## src/rtl/spi_write_controller.sv

```systemverilog
// SPI mode-0 write-frame master: {W=1, addr[6:0], data[7:0]} MSB first under one nCS.
// Optional macro SPI_CTRL_ADDR_CHECK_EN rejects requests with wr_addr > MAX_ADDR (err pulse).
module spi_write_controller #(
   parameter int unsigned CLK_DIV  = 2,
   parameter int unsigned CS_GAP   = 2,
   parameter int unsigned MAX_ADDR = 4
) (
   input  logic       clk,
   input  logic       rst,
   input  logic       start,
   input  logic [6:0] wr_addr,
   input  logic [7:0] wr_data,
   output logic       busy,
   output logic       done,
   output logic       err,
   output logic       SCLK,
   output logic       COPI,
   output logic       nCS
);

   if (CLK_DIV < 1 || CLK_DIV > 255) begin : g_bad_clk_div
      $error("CLK_DIV must be in 1..255");
   end
   if (CS_GAP < 1 || CS_GAP > 255) begin : g_bad_cs_gap
      $error("CS_GAP must be in 1..255");
   end
   if (MAX_ADDR > 127) begin : g_bad_max_addr
      $error("MAX_ADDR must fit in 7 bits");
   end

   localparam logic [7:0] C_HALF_LAST = 8'(CLK_DIV - 1);
   localparam logic [7:0] C_GAP_LAST  = 8'(CS_GAP - 1);

   typedef enum logic [2:0] {
      S_IDLE,
      S_SETUP,
      S_HIGH,
      S_LOW,
      S_HOLD,
      S_GAP
   } state_t;

   state_t      r_state;
   state_t      w_state_nx;
   logic [7:0]  r_cnt;
   logic [7:0]  w_cnt_nx;
   logic [3:0]  r_bit;
   logic [3:0]  w_bit_nx;
   logic [15:0] r_sr;
   logic [15:0] w_sr_nx;
   logic        r_sclk;
   logic        r_ncs;
   logic        r_busy;
   logic        r_done;
   logic        r_err;
   logic        w_done_nx;
   logic        w_err_nx;
   logic        w_half_end;
   logic        w_reject;
   logic        w_in_frame_nx;

`ifdef SPI_CTRL_ADDR_CHECK_EN
   localparam logic [6:0] C_MAX_ADDR = 7'(MAX_ADDR);
   assign w_reject = (wr_addr > C_MAX_ADDR);
`else
   assign w_reject = 1'b0;
`endif

   assign w_half_end = (r_cnt == C_HALF_LAST);

   always_comb begin
      w_state_nx = r_state;
      w_cnt_nx   = r_cnt;
      w_bit_nx   = r_bit;
      w_sr_nx    = r_sr;
      w_done_nx  = 1'b0;
      w_err_nx   = 1'b0;
      case (r_state)
         S_IDLE: begin
            if (start) begin
               if (w_reject) begin
                  w_err_nx = 1'b1;
               end else begin
                  w_state_nx = S_SETUP;
                  w_cnt_nx   = '0;
                  w_bit_nx   = 4'd15;
                  w_sr_nx    = {1'b1, wr_addr, wr_data};
               end
            end
         end
         S_SETUP: begin
            if (w_half_end) begin
               w_state_nx = S_HIGH;
               w_cnt_nx   = '0;
            end else begin
               w_cnt_nx = r_cnt + 8'd1;
            end
         end
         S_HIGH: begin
            if (w_half_end) begin
               w_state_nx = S_LOW;
               w_cnt_nx   = '0;
               // COPI moves on with the falling SCLK; bit 0 is held through HOLD
               if (r_bit != 4'd0) begin
                  w_sr_nx = {r_sr[14:0], 1'b0};
               end
            end else begin
               w_cnt_nx = r_cnt + 8'd1;
            end
         end
         S_LOW: begin
            if (w_half_end) begin
               w_cnt_nx = '0;
               if (r_bit == 4'd0) begin
                  w_state_nx = S_HOLD;
               end else begin
                  w_state_nx = S_HIGH;
                  w_bit_nx   = r_bit - 4'd1;
               end
            end else begin
               w_cnt_nx = r_cnt + 8'd1;
            end
         end
         S_HOLD: begin
            if (w_half_end) begin
               w_state_nx = S_GAP;
               w_cnt_nx   = '0;
               w_done_nx  = 1'b1;
            end else begin
               w_cnt_nx = r_cnt + 8'd1;
            end
         end
         S_GAP: begin
            if (r_cnt == C_GAP_LAST) begin
               w_state_nx = S_IDLE;
               w_cnt_nx   = '0;
            end else begin
               w_cnt_nx = r_cnt + 8'd1;
            end
         end
         default: begin
            w_state_nx = S_IDLE;
            w_cnt_nx   = '0;
         end
      endcase
   end

   assign w_in_frame_nx = (w_state_nx == S_SETUP) || (w_state_nx == S_HIGH) ||
                          (w_state_nx == S_LOW)   || (w_state_nx == S_HOLD);

   always_ff @(posedge clk) begin
      if (rst) begin
         r_state <= S_IDLE;
         r_cnt   <= '0;
         r_bit   <= '0;
         r_sr    <= '0;
         r_sclk  <= 1'b0;
         r_ncs   <= 1'b1;
         r_busy  <= 1'b0;
         r_done  <= 1'b0;
         r_err   <= 1'b0;
      end else begin
         r_state <= w_state_nx;
         r_cnt   <= w_cnt_nx;
         r_bit   <= w_bit_nx;
         r_sr    <= w_sr_nx;
         r_sclk  <= (w_state_nx == S_HIGH);
         r_ncs   <= ~w_in_frame_nx;
         r_busy  <= (w_state_nx != S_IDLE);
         r_done  <= w_done_nx;
         r_err   <= w_err_nx;
      end
   end

   assign SCLK = r_sclk;
   assign COPI = r_sr[15];
   assign nCS  = r_ncs;
   assign busy = r_busy;
   assign done = r_done;
   assign err  = r_err;

endmodule
```

## config.mk

```make
export PLATFORM = sky130hd
export DESIGN_NAME = spi_write_controller
export DESIGN_NICKNAME = d
export VERILOG_FILES = /design/src/rtl/spi_write_controller.sv
export SDC_FILE = /design/constraint.sdc
export NUM_CORES = 1
export LEC_CHECK = 0
export BUFFER_PORTS_ARGS = -buffer_cell sky130_fd_sc_hd__buf_2
export CORE_MARGIN = 5
export CORE_UTILIZATION = 35
export CTS_CLUSTER_DIAMETER = 150
export DETAILED_ROUTE_END_ITERATION = 8
export SYNTH_ARGS = -nofsm -noshare
export SYNTH_HDL_FRONTEND = slang
export SYNTH_SLANG_ARGS = --single-unit
```

## constraint.sdc

```tcl
create_clock -name clk -period 3 [get_ports clk]
set_clock_uncertainty 0.2 [all_clocks]
set_input_delay 0.3 -clock clk [delete_from_list [all_inputs] [get_ports clk]]
set_output_delay 0.3 -clock clk [all_outputs]
set_load 0.02 [all_outputs]
```

==> impl_metrics.tcl <==
set metrics [dict create \
    final_hold_viol_count 0 \
    path_max_fanout 7 \
    clk_latency_ns 0.27 \
    synthSimpleGateAreaFrac_pct 26.6 \
    p_seq_share_pct 49.2 \
    grt_pass1_wl_mm 6.51 \
    io_pins 24 \
    yosysUniqueCellTypes 45 \
    cp.arrival_ns 2.52 \
    max-vdd-ir-drop_v 0.000211 \
    tns_ns 0 \
    synthAdderAreaFrac_pct 2.18 \
    first_iter_violations 93 \
    synth_xor_area_share_pct 3.05 \
    first_pass_iters 4 \
    outcome "completed" \
    sw_frac_of_total_pct 27.1 \
    clkTransAtPathRegs_ns 0.07 \
    dp_hpwl_mm 2.59 \
    muxShareOfSynthArea_pct 0.581 \
    syn2layout_area_growth_pct 13.6 \
    core_area_mm2 0.00475 \
    crit_type "reg -> reg" \
    grt_usage_pct 12.5 \
    grt_max_degree 32 \
    cts_hold_buf 0 \
    cts_setup_buffers 0 \
    drv_slew 0 \
    min_period_ns 2.52 \
    totalPowerFinal_mw 1.09 \
    total_leakage_power_nw 0.727 \
    grt_pass1_vias 1431 \
    syn_avg_cell_area_um2 8.32 \
    synth_top_family_by_area "simple AND/OR/NAND/NOR gates" \
    hold_class "in -> reg" \
    cp_top_family "simple AND/OR/NAND/NOR gates" \
    die_h_um 80.2 \
    regArea_um2 701 \
    synth_area_leaders "dfxtp_1 (41%), a311oi_1 (7.1%), nand2_1 (7.0%)" \
    synth_compound_area_share_pct 20.0 \
    cts_tree "yes" \
    crit_required_ns 3.00 \
    crit_path_cell_trace "ha_1 > or4b_1 > or4_4 > or3_1 > a31oi_1" \
    p_per_area_mw_per_mm2 555 \
    ant_nets 0 \
    cap_violations 0 \
    vias 1512 \
    antenna_found_initial 0 \
    diodes 0 \
    cts-root-buf "clkbuf_8" \
    synthesis.nets 228 \
    drive_gt1_share_pct 18.2 \
    drt_wl_total_mm 3.79 \
    place_area_mm2 0.00186 \
    yosysSeqAreaShare_pct 40.7 \
    p_switching_mw 0.294 \
    crit_path_end_kind "flop" \
    max_stage_delay_ns 0.60 \
    ys_ff_latch 35 \
    multi_input_area_um2 906 \
    cts_resized 0 \
    fillers 509 \
    grt.overflow.total 0 \
    synthCells 207 \
    rows 25 \
    setup_viol 0 \
    worst_pin_slew_ns 0.842 \
    start_kind "flop" \
    rsz0062_at_grt "no" \
    slowest_stage "or4_4" \
    intPower_mw 0.793 \
    clock-sinks 35 \
    viasPerCell 5.18 \
    clockBufferDepth 2 \
    synth.top_cell.area_share_pct 40.7 \
    die_w_um 80.2 \
    drc 0 \
    start_util_pct 36.2 \
    drt-wirelength-per-cell_um 13.0 \
    cts_made_buffers 5 \
    clockPowerShare_pct 33.9 \
    maxClockFrequency_ghz 0.397 \
    io_buffers 22 \
    maxSlewHeadroom_pct 43.4 \
    fin_crit_sh_pct 84.0 \
    gp_congestion 0.748 \
    yosys_warnings 0 \
    final_area_mm2 0.00196 \
    pwr-share-comb_pct 16.9 \
    layout.nets 245 \
    yosysTopAreaCell "dfxtp_1" \
    htreeDepth 2 \
    path_buf_inv 0 \
    dieArea_mm2 0.00643 \
    netlist_area_mm2 0.00172 \
]
## power by group through the flow
stage | Clock [mW] | Combinational, mW | Sequential (mW)
CTS | 0.383 | 0.185 | 0.535
global placement | 0 | 0.183 | 0.544
detailed placement | 0 | 0.185 | 0.545
floorplan | 0 | 0.142 | 0.540
global route | 0.403 | 0.208 | 0.541
finish | 0.368 | 0.183 | 0.535
## per-stage QoR
step	setup WS (ns)	std cells	utilization [%]	hold WS (ns)
6_report	0.480	292	41.2	0.0827
3_3_place_gp	0.558	284	39.1	0.265
5_1_grt	0.377	292	41.2	0.0856
4_1_cts	0.500	292	41.2	0.0786
3_5_place_dp	0.512	284	39.1	0.272
2_1_floorplan	0.621	207	-	0.185
## logic make-up after synthesis
| group | Yosys count |
|---|---|
| AO/OA/AOI/OAI | 53 |
| AND/OR/NAND/NOR | 86 |
| other | 1 |
| flip-flops | 35 |
| XOR/XNOR | 6 |
| adder cells (fa/ha/maj) | 3 |
| buffers and inverters | 22 |
| multiplexers | 1 |
## synth_stat cells
cell type and number:
ha_1 3, nor2_1 13, nor4_1 3, nor4_2 1
or4_4 1, a32oi_1 1, nor4b_1 4, and2_1 2
a211oi_1 1, buf_2 4, or4b_1 1, conb_1 1
dlygate4sd1_1 1, buf_4 1, nor2b_1 3, nor3b_1 2
o21bai_1 1, clkbuf_2 2, mux2i_1 1, or3_2 2
buf_6 1, o31ai_1 1, nand3_1 2, a221oi_1 2
or4b_2 1, o21ai_0 6, o22ai_1 1, o32ai_1 1
a31oi_1 2, a21oi_1 21, xnor2_1 4, nor3_1 6
clkbuf_1 7, o21ai_1 2, or3b_2 2, nand2_1 32
clkbuf_8 1, or3_1 5, dfxtp_1 35, inv_1 5
and4_1 1, nand3b_1 1, nand2b_1 4, xor2_1 2
a311oi_1 14
## cell type report
cell class	count	area share, %
clock buffer	8	5.12
inverter	5	0.959
multi-input combinational	150	46.3
sequential	35	35.8
tap	67	4.28
timing repair buffer	27	7.54
## worst paths after layout
| kind | startpoint | end | slack [ns] | depth (start not counted) |
|---|---|---|---|---|
| setup / recovery | r_cnt[0] | r_bit[3] | 0.48 | 5 |
| hold / removal | wr_addr[3] | r_sr[11] | 0.08 | 3 |
| setup reg to reg | r_cnt[0] | r_bit[3] | 0.48 | 5 |
| hold reg to reg | r_bit[0] | r_bit[0] | 0.28 | 1 |
## tightest hold or removal path: cells and delay by family
family | cells | cell delay (ns)
simple gates | 1 | 0.04
buf+inv | 1 | 0.10
compound gates | 1 | 0.07
## state kept, by name (all words and copies together) (netlist names)
name	cells
SCLK	1
busy	1
done	1
nCS	1
r_bit	4
r_cnt	8
r_sr	16
r_state	3
## cells in the final DEF (no fill, tap or decap), types with 2 or more instances in the layout
cell type  instances
or3b_2             2
a31oi_1            2
o21ai_0            6
nor4_1             3
nand2b_1           4
nor2_1            13
nand2_1           32
ha_1               3
inv_1              5
dfxtp_1           35
buf_2             22
nor2b_1            3
nor4b_1            4
nor3b_1            2
nor3_1             6
xor2_1             2
nand3_1            2
or3_2              2
or3_1              5
and2_1             2
a311oi_1          14
buf_4              5
xnor2_1            4
a21oi_1           21
clkbuf_8           7
a221oi_1           2
o21ai_1            2
## layer usage
layer  track usage [%]  up-vias  share of wire [%]  routed length (um)
met5                 0        -                  0                   0
met4              3.55        0               0.63                  24
met3              3.70        2                3.9                 146
met2              20.0       17                 46                1730
met1              16.2      715                 50                1890
li1                  -      778                  -                   -
(Power assumes the default switching activity.)
